`src/rtl/led_ctrl_pkg.sv`:
```
// Shared types and defaults for the LED rate controller: FSM states, mode
// encoding and the default per-mode divide ratios.
package led_ctrl_pkg;

    typedef enum logic [1:0] {
        ST_IDLE,
        ST_LOAD,
        ST_RUN
    } state_t;

    typedef logic [1:0] mode_t;

    localparam mode_t MODE_OFF = 2'd0;

    localparam int unsigned DIV1_DEFAULT = 1000;
    localparam int unsigned DIV2_DEFAULT = 500;
    localparam int unsigned DIV3_DEFAULT = 200;

    function automatic int unsigned max3(input int unsigned a,
                                         input int unsigned b,
                                         input int unsigned c);
        int unsigned m;
        m = (a > b) ? a : b;
        return (m > c) ? m : c;
    endfunction

endpackage

```
`src/rtl/led_rate_controller_rate_divider.sv`:
```
// Free-running modulo counter: counts 0..limit, pulses wrap while at limit,
// and is forced to zero whenever clear is high.
module rate_divider #(
    parameter int unsigned W = 10
) (
    input  logic         clk,
    input  logic         rstn,
    input  logic         clear,
    input  logic [W-1:0] limit,
    output logic         wrap
);

    logic [W-1:0] cnt_q;
    logic [W-1:0] cnt_d;

    assign wrap = (cnt_q == limit);

    always_comb begin
        cnt_d = cnt_q + W'(1);
        if (clear || wrap) begin
            cnt_d = '0;
        end
    end

    always_ff @(posedge clk) begin
        if (!rstn) begin
            cnt_q <= '0;
        end else begin
            cnt_q <= cnt_d;
        end
    end

endmodule

```
`src/rtl/led_rate_controller.sv`:
```
// LED chaser: rotates a single lit LED left at one of three rates chosen by
// an asynchronous 2-bit switch; also emits a per-step tick and a square wave.
module led_rate_controller
    import led_ctrl_pkg::*;
#(
    parameter int unsigned DIV1        = DIV1_DEFAULT,
    parameter int unsigned DIV2        = DIV2_DEFAULT,
    parameter int unsigned DIV3        = DIV3_DEFAULT,
    parameter int unsigned SYNC_STAGES = 2
) (
    input  logic        SCLK,
    input  logic        RSTN,
    input  logic [1:0]  SW,
    output logic [15:0] LD,
    output logic        mode_clock,
    output logic        tick
);

    localparam int unsigned DIV_MAX = max3(DIV1, DIV2, DIV3);
    localparam int unsigned CW      = $clog2(DIV_MAX);

    if (DIV1 < 2 || DIV2 < 2 || DIV3 < 2 || SYNC_STAGES < 2) begin : g_bad_param
        $error("led_rate_controller: DIVn must be >= 2 and SYNC_STAGES >= 2");
    end

    logic [SYNC_STAGES-1:0][1:0] sync_q, sync_d;
    state_t                      state_q, state_d;
    mode_t                       mode_q, mode_d;
    logic [15:0]                 ld_q, ld_d;
    logic                        mc_q, mc_d;
    logic                        tick_q, tick_d;
    mode_t                       sw_s;
    logic [CW-1:0]               limit;
    logic                        div_clear;
    logic                        div_wrap;

    // Stage 0 takes the raw switch; only the last stage is used by logic.
    assign sync_d = {sync_q[SYNC_STAGES-2:0], SW};
    assign sw_s   = sync_q[SYNC_STAGES-1];

    always_comb begin
        case (mode_q)
            2'd1:    limit = CW'(DIV1 - 1);
            2'd2:    limit = CW'(DIV2 - 1);
            2'd3:    limit = CW'(DIV3 - 1);
            default: limit = '0;
        endcase
    end

    rate_divider #(
        .W(CW)
    ) u_div (
        .clk  (SCLK),
        .rstn (RSTN),
        .clear(div_clear),
        .limit(limit),
        .wrap (div_wrap)
    );

    // The divider only runs in a steady RUN cycle, so a mode change or switch-off
    // both suppresses the tick and restarts the count from zero.
    always_comb begin
        state_d   = state_q;
        mode_d    = mode_q;
        ld_d      = ld_q;
        mc_d      = mc_q;
        tick_d    = 1'b0;
        div_clear = 1'b1;
        case (state_q)
            ST_IDLE: begin
                ld_d = '0;
                mc_d = 1'b0;
                if (sw_s != MODE_OFF) begin
                    state_d = ST_LOAD;
                end
            end
            ST_LOAD: begin
                mode_d  = sw_s;
                ld_d    = 16'h0001;
                state_d = ST_RUN;
            end
            ST_RUN: begin
                if (sw_s == MODE_OFF) begin
                    state_d = ST_IDLE;
                    mode_d  = MODE_OFF;
                    ld_d    = '0;
                    mc_d    = 1'b0;
                end else if (sw_s != mode_q) begin
                    state_d = ST_LOAD;
                end else begin
                    div_clear = 1'b0;
                    if (div_wrap) begin
                        tick_d = 1'b1;
                        mc_d   = ~mc_q;
                        ld_d   = {ld_q[14:0], ld_q[15]};
                    end
                end
            end
            default: begin
                state_d = ST_IDLE;
            end
        endcase
    end

    always_ff @(posedge SCLK) begin
        if (!RSTN) begin
            sync_q  <= '0;
            state_q <= ST_IDLE;
            mode_q  <= MODE_OFF;
            ld_q    <= '0;
            mc_q    <= 1'b0;
            tick_q  <= 1'b0;
        end else begin
            sync_q  <= sync_d;
            state_q <= state_d;
            mode_q  <= mode_d;
            ld_q    <= ld_d;
            mc_q    <= mc_d;
            tick_q  <= tick_d;
        end
    end

    assign LD         = ld_q;
    assign mode_clock = mc_q;
    assign tick       = tick_q;

endmodule

```
`config.mk`:
```
export PLATFORM = sky130hd
export DESIGN_NAME = led_rate_controller
export DESIGN_NICKNAME = d
export VERILOG_FILES = /design/src/rtl/led_ctrl_pkg.sv /design/src/rtl/led_rate_controller_rate_divider.sv /design/src/rtl/led_rate_controller.sv
export SDC_FILE = /design/constraint.sdc
export NUM_CORES = 1
export LEC_CHECK = 0
export BUFFER_PORTS_ARGS = -buffer_cell sky130_fd_sc_hd__buf_2
export CAP_MARGIN = 20
export CORE_ASPECT_RATIO = 0.5
export CORE_MARGIN = 2
export CORE_UTILIZATION = 55
export DETAILED_ROUTE_END_ITERATION = 8
export PLACE_DENSITY_LB_ADDON = 0.3
export SLEW_MARGIN = 20
export SYNTH_ARGS = -nofsm -noshare
export SYNTH_HDL_FRONTEND = slang
export SYNTH_SLANG_ARGS = --single-unit
```
`constraint.sdc`:
```
create_clock -name SCLK -period 2.6 [get_ports SCLK]
set_input_delay 0.52 -clock SCLK [delete_from_list [all_inputs] [get_ports SCLK]]
set_output_delay 0.52 -clock SCLK [all_outputs]
set_load 0.05 [all_outputs]
```
# == After elaboration in Yosys (flattened, before gate mapping) ==
# Index checks and enable logic that the tools add are counted.
# totals
reg_bits,36
in_bits,4
output_inout_bits,18
wordCells,56
# classes
n_addsub,1
eq_ne,12
n_mux,19
bitwise,3
reduce_logical,13
# op_table
cell,count
$mux 16,3
$pmux 16 s3,1
$pmux 10 s3,1
$add 10x1->10 const B,1
$eq 10x10->1,1
$mux 2,4
$mux 1,7
$eq 2x2->1 const B,3
$ne 3x3->1 const B,2
$pmux 2 s3,1
$reduce_and 3->1,2
$reduce_bool 2->1,3
$eq 2x1->1 const B,2
$logic_not 2->1,2
$ne 2x2->1 const B,2
$pmux 2 s2,1
$reduce_and 2->1,2
$reduce_or 4->1,1
$ne 3x2->1 const B,1
$not 1->1,3
$reduce_bool 3->1,1
$ne 2x2->1,1
$pmux 1 s2,1
$reduce_or 2->1,1
$logic_or 1x1->1,1

# == Depth between registers and ports, before layout ==
# logic_depth
depth_word,7
mapped_depth,9
ltp_nobuf,7

# == Cells and area by module ==
# A second synthesis with hierarchy kept.
# hier_totals
cells_unflattened,196
hier_area_um2,1834.3
# modules_own_cells
mod,instances,cells_per_inst,area_each_um2,seq_area_each_um2
led_rate_controller,1,139,1287.5,520.5
rate_divider,1,57,546.8,200.2

# == Worst setup path before layout ==
# No wires, ideal clock.
# synth_path
path_kind,reg-to-reg
start,register mode_q[0]
end,"register ld_q[10], in the netlist LD[10]"
setup_ps,119
t_arrival_ps,1830
required_ps,2481
setup_slack_ps,651
path_stages_with_launch,10
n_path_buf,2
period_less_slack_ps,1949
cell_sequence,dfxtp_1 > inv_1 > ha_1 > nor2b_1 > nor3_1 > nand3_2 > o22a_1 > buf_6 > buf_12 > mux2i_1
# synth_via
elab_chain_len,5
elab_cells_between_ends,9
classes_between,7 x eq/ne; 1 x mux; 1 x reduce/logical
# synth_lines
item,line,source
start: declaration,led_rate_controller.sv:28,"mode_t mode_q, mode_d;"
start signal: assignment,led_rate_controller.sv:116,mode_q <= mode_d;
$eq 2x2->1 or $eq 2x1->1 (tied branches),led_rate_controller.sv:42,case (mode_q)
$pmux 10 s3,led_rate_controller.sv:42,
$eq 10x10->1,led_rate_controller_rate_divider.sv:16,assign wrap = (cnt_q == limit);
$ne 3x2->1 (no line),-,
$reduce_and 3->1 (no line) *,-,
end signal: assignment,led_rate_controller.sv:117,ld_q <= ld_d;
end: declaration,led_rate_controller.sv:29,"logic [15:0] ld_q, ld_d;"
# Every way passes the cells marked *; elsewhere a longest branch is shown, timed or not.
# A chain may end at the register's enable or synchronous reset.

# == Worst setup path in the final report ==
# layout_path
start,register state_q[0]
end,"register ld_q[4], in the netlist LD[4]"
# layout_via
elab_chain_len,3
elab_cells_between_ends,8
classes_between,4 x eq/ne; 1 x mux; 3 x reduce/logical
# layout_lines
item,line,source
start: declaration,led_rate_controller.sv:27,"state_t state_q, state_d;"
start signal: assignment,led_rate_controller.sv:115,state_q <= state_d;
"$eq 2x2->1, or another cell as far along",led_rate_controller.sv:69,case (state_q)
"$ne 3x2->1 (no line), or another cell as far along",-,
$reduce_and 3->1 (no line),-,
# Several ways; a longest one is shown, not always the timed one.

==> flow_summary.ini <==
[sta]
period_share_pct = 88.7
tightest_slew_ns = 0.827
setup_violations = 0
fin_skew_ns = 0.00501
grt_setup_unrepaired = no
setup_tns_ns = 0
hold_slack_ns = 0.435
fin_crit_ns = 2.31
slew_viol_final = 0
max_slew_margin_pct = 44.8
fmax_ghz = 0.434
hold_viol = 0

[grt]
grt_max_degree = 36
grt_overflow = 0
grt_pass1_vias = 1256
track_usage_pct = 19.2
grt_antenna_before_repair = 0
grt_pass1_wl_um = 5240

[finish]
finalNetCount = 223
final_util_pct = 64.6
antenna_cells = 0
drive_above_1_share_pct = 15.6
area_delta_synth_final_pct = 12.9

[clocking]
cts_buffers = 5
clock_path_buffers = 2
cts_resized = 0
clkLatencyLatePin_ns = 0.28
cts_root_buf = clkbuf_8
htreeDepth = 2
tritoncts = built
post_cts_buffers = 0
clock_sinks = 36
clk_pin_slew_ns = 0.07
cts.hold.buffers_added = 0

[synth]
synth-seq-area-share_pct = 42.3
synth_top_family_by_area = simple AND/OR/NAND/NOR gates
synth_cells = 190
synth_xor_area_share_pct = 6.69
yosysTopAreaCellShare_pct = 42.3
synthMuxAreaShare_pct = 10.6
synth.distinct_cells = 35
synth-simple-area-share_pct = 24.0
ys_warn_count = 0
synth_area_um2 = 1700
synth-seq-cells = 36
synth_top_area_cell = dfxtp_1
synth_compound_area_share_pct = 5.80
syn_avg_cell_area_um2 = 8.96
synth_nets = 202
synth.area.top_cells = dfxtp_1 42%, mux2i_1 11%, nand3_1 6.2%
synthAdderAreaFrac_pct = 5.88

[place]
place_congestion = 0.842
io_buffers = 21
place_hpwl_um = 2100

[worst_setup_path]
crit_type = flip-flop to flip-flop
endpoint_kind = flip-flop
path_max_fanout = 15
required_ns = 2.81
path_cells = inv_1 > ha_1 > nor3_1 > or3_1 > o22a_1 > mux2i_1
startpoint_type = flip-flop
arrival_ns = 2.52
worst_path_largest_cell_delay_ns = 0.69
slowest_stage = o22a_1

[power]
power.total_mw = 1.65
pwr_density_cell_nw_per_um2 = 859
vdd_drop_max_mv = 0.412
leakagePower_nw = 0.791

[floorplan]
io_pins = 22
die_w_um = 82.7
fp.dieH_um = 43.3
core_area_um2 = 2980
dieArea_um2 = 3580
row_count = 14
initial_utilization_pct = 57.2

[route]
drt-total-wl_um = 3020
dr.pass1.iters = 4
vias = 1346
wl_per_cell_um = 12.0
drtIter0Drc = 42
drtAntennaViolNets = 0
drc = 0
via_per_inst = 5.34

[run]
drv_cap = 0

[worst_hold_path]
timing.hold.worst.class = flip-flop to flip-flop

[outcome]
status = complete, no violations
==> path summary, 6_finish.rpt <==
kind / startpoint / endpoint / slack (ns) / cells past startpoint
worst max register to register: state_q[0]$_SDFFE_PN0P_ / LD[4]$_SDFFE_PN0P_ / 0.29 / 6
worst max-delay path: state_q[0]$_SDFFE_PN0P_ / LD[4]$_SDFFE_PN0P_ / 0.29 / 6
worst min register to register: sync_d[2]$_SDFF_PN0_ / sw_s[0]$_SDFF_PN0_ / 0.43 / 1
worst min-delay path: sync_d[2]$_SDFF_PN0_ / sw_s[0]$_SDFF_PN0_ / 0.43 / 1
==> layout make-up <==
class	count	area (µm²)
fill	258	1050
multi-input combinational	139	902
sequential	36	721
timing repair buffer	23	120
clock buffer	6	72.6
tap	40	50.0
clock inverter	2	35.0
inverter	6	22.5
==> state kept, by name, summed over array words and instances (netlist names) <==
register	flops
sync_d	2
mode_clock	1
LD	16
mode_q	2
state_q	2
sw_s	2
tick	1
u_div.cnt_q	10
==> layer usage <==
metal  routed length [µm]  track usage [%]  vias to the layer above
met5                    0                0                        -
met3                  165             6.88                        7
met4                   36             5.90                        0
met1                 1450             24.9                      624
met2                 1370             30.5                       29
li1                     -                -                      686
==> metrics by stage <==
stage	setup WS [ns]	instances	cell area, µm²
after CTS	0.294	252	1920
after global placement	0.389	244	1820
after global routing	0.0959	252	1920
after detailed placement	0.312	244	1820
after floorplan	0.651	190	1700
final	0.294	252	1920
==> power breakdown <==
group | total, mW | internal, mW | switching [mW]
clock | 0.473 | 0.284 | 0.188
sequential | 0.615 | 0.581 | 0.0345
combinational | 0.564 | 0.242 | 0.322
total | 1.65 | 1.11 | 0.544
==> cells by family (layout without fill, tap and decap cells) <==
group | after synthesis | count (layout)
AO/OA/AOI/OAI | 14 | 14
XOR/XNOR | 13 | 13
adder cells (fa/ha/maj) | 8 | 8
buffers and inverters | 15 | 37
flip-flops | 36 | 36
multiplexers | 18 | 18
AND/OR/NAND/NOR | 86 | 86
==> worst max-delay path, delay by kind of cell (launching register included) <==
family	cells	cell delay [ns]
adders and majority gates	1	0.29
and+or+nand+nor	2	0.51
DFF	1	0.39
buffers and inverters	1	0.08
muxes	1	0.26
AOI/OAI and AO/OA	1	0.69
==> cell usage in the layout (no fill, tap or decap), types with 3 or more instances in the layout <==
cell type and n:
nor3_1 3, buf_2 21, and2_1 4, a211oi_1 3
mux2i_1 18, dfxtp_1 36, nor2_1 22, inv_1 6
xnor2_1 4, nand3_1 21, nand2b_1 3, ha_1 8
clkbuf_8 5, nand4_1 3, a21oi_1 3, xor2_1 9
nand2_1 21
==> Yosys cell counts (all sizes together) <==
| master | n |
|---|---|
| dfxtp | 36 |
| nand3 | 22 |
| nor2 | 22 |
| nand2 | 21 |
| mux2i | 18 |
| xor2 | 9 |
| ha | 8 |
| clkbuf | 7 |
| inv | 6 |
| and2 | 5 |
| xnor2 | 4 |
| a211oi | 3 |
| a21oi | 3 |
| nand2b | 3 |
| nand4 | 3 |
| nor3 | 3 |
| buf | 2 |
| a21o | 1 |
| a22oi | 1 |
| a31oi | 1 |
| and3 | 1 |
| nand3b | 1 |
| nor2b | 1 |
| o21a | 1 |
| o221ai | 1 |
| o22a | 1 |
| o22ai | 1 |
| o311ai | 1 |
| or2 | 1 |
| or2b | 1 |
| or3 | 1 |
| or4 | 1 |
Note: power is estimated with default switching activity, not from simulation.
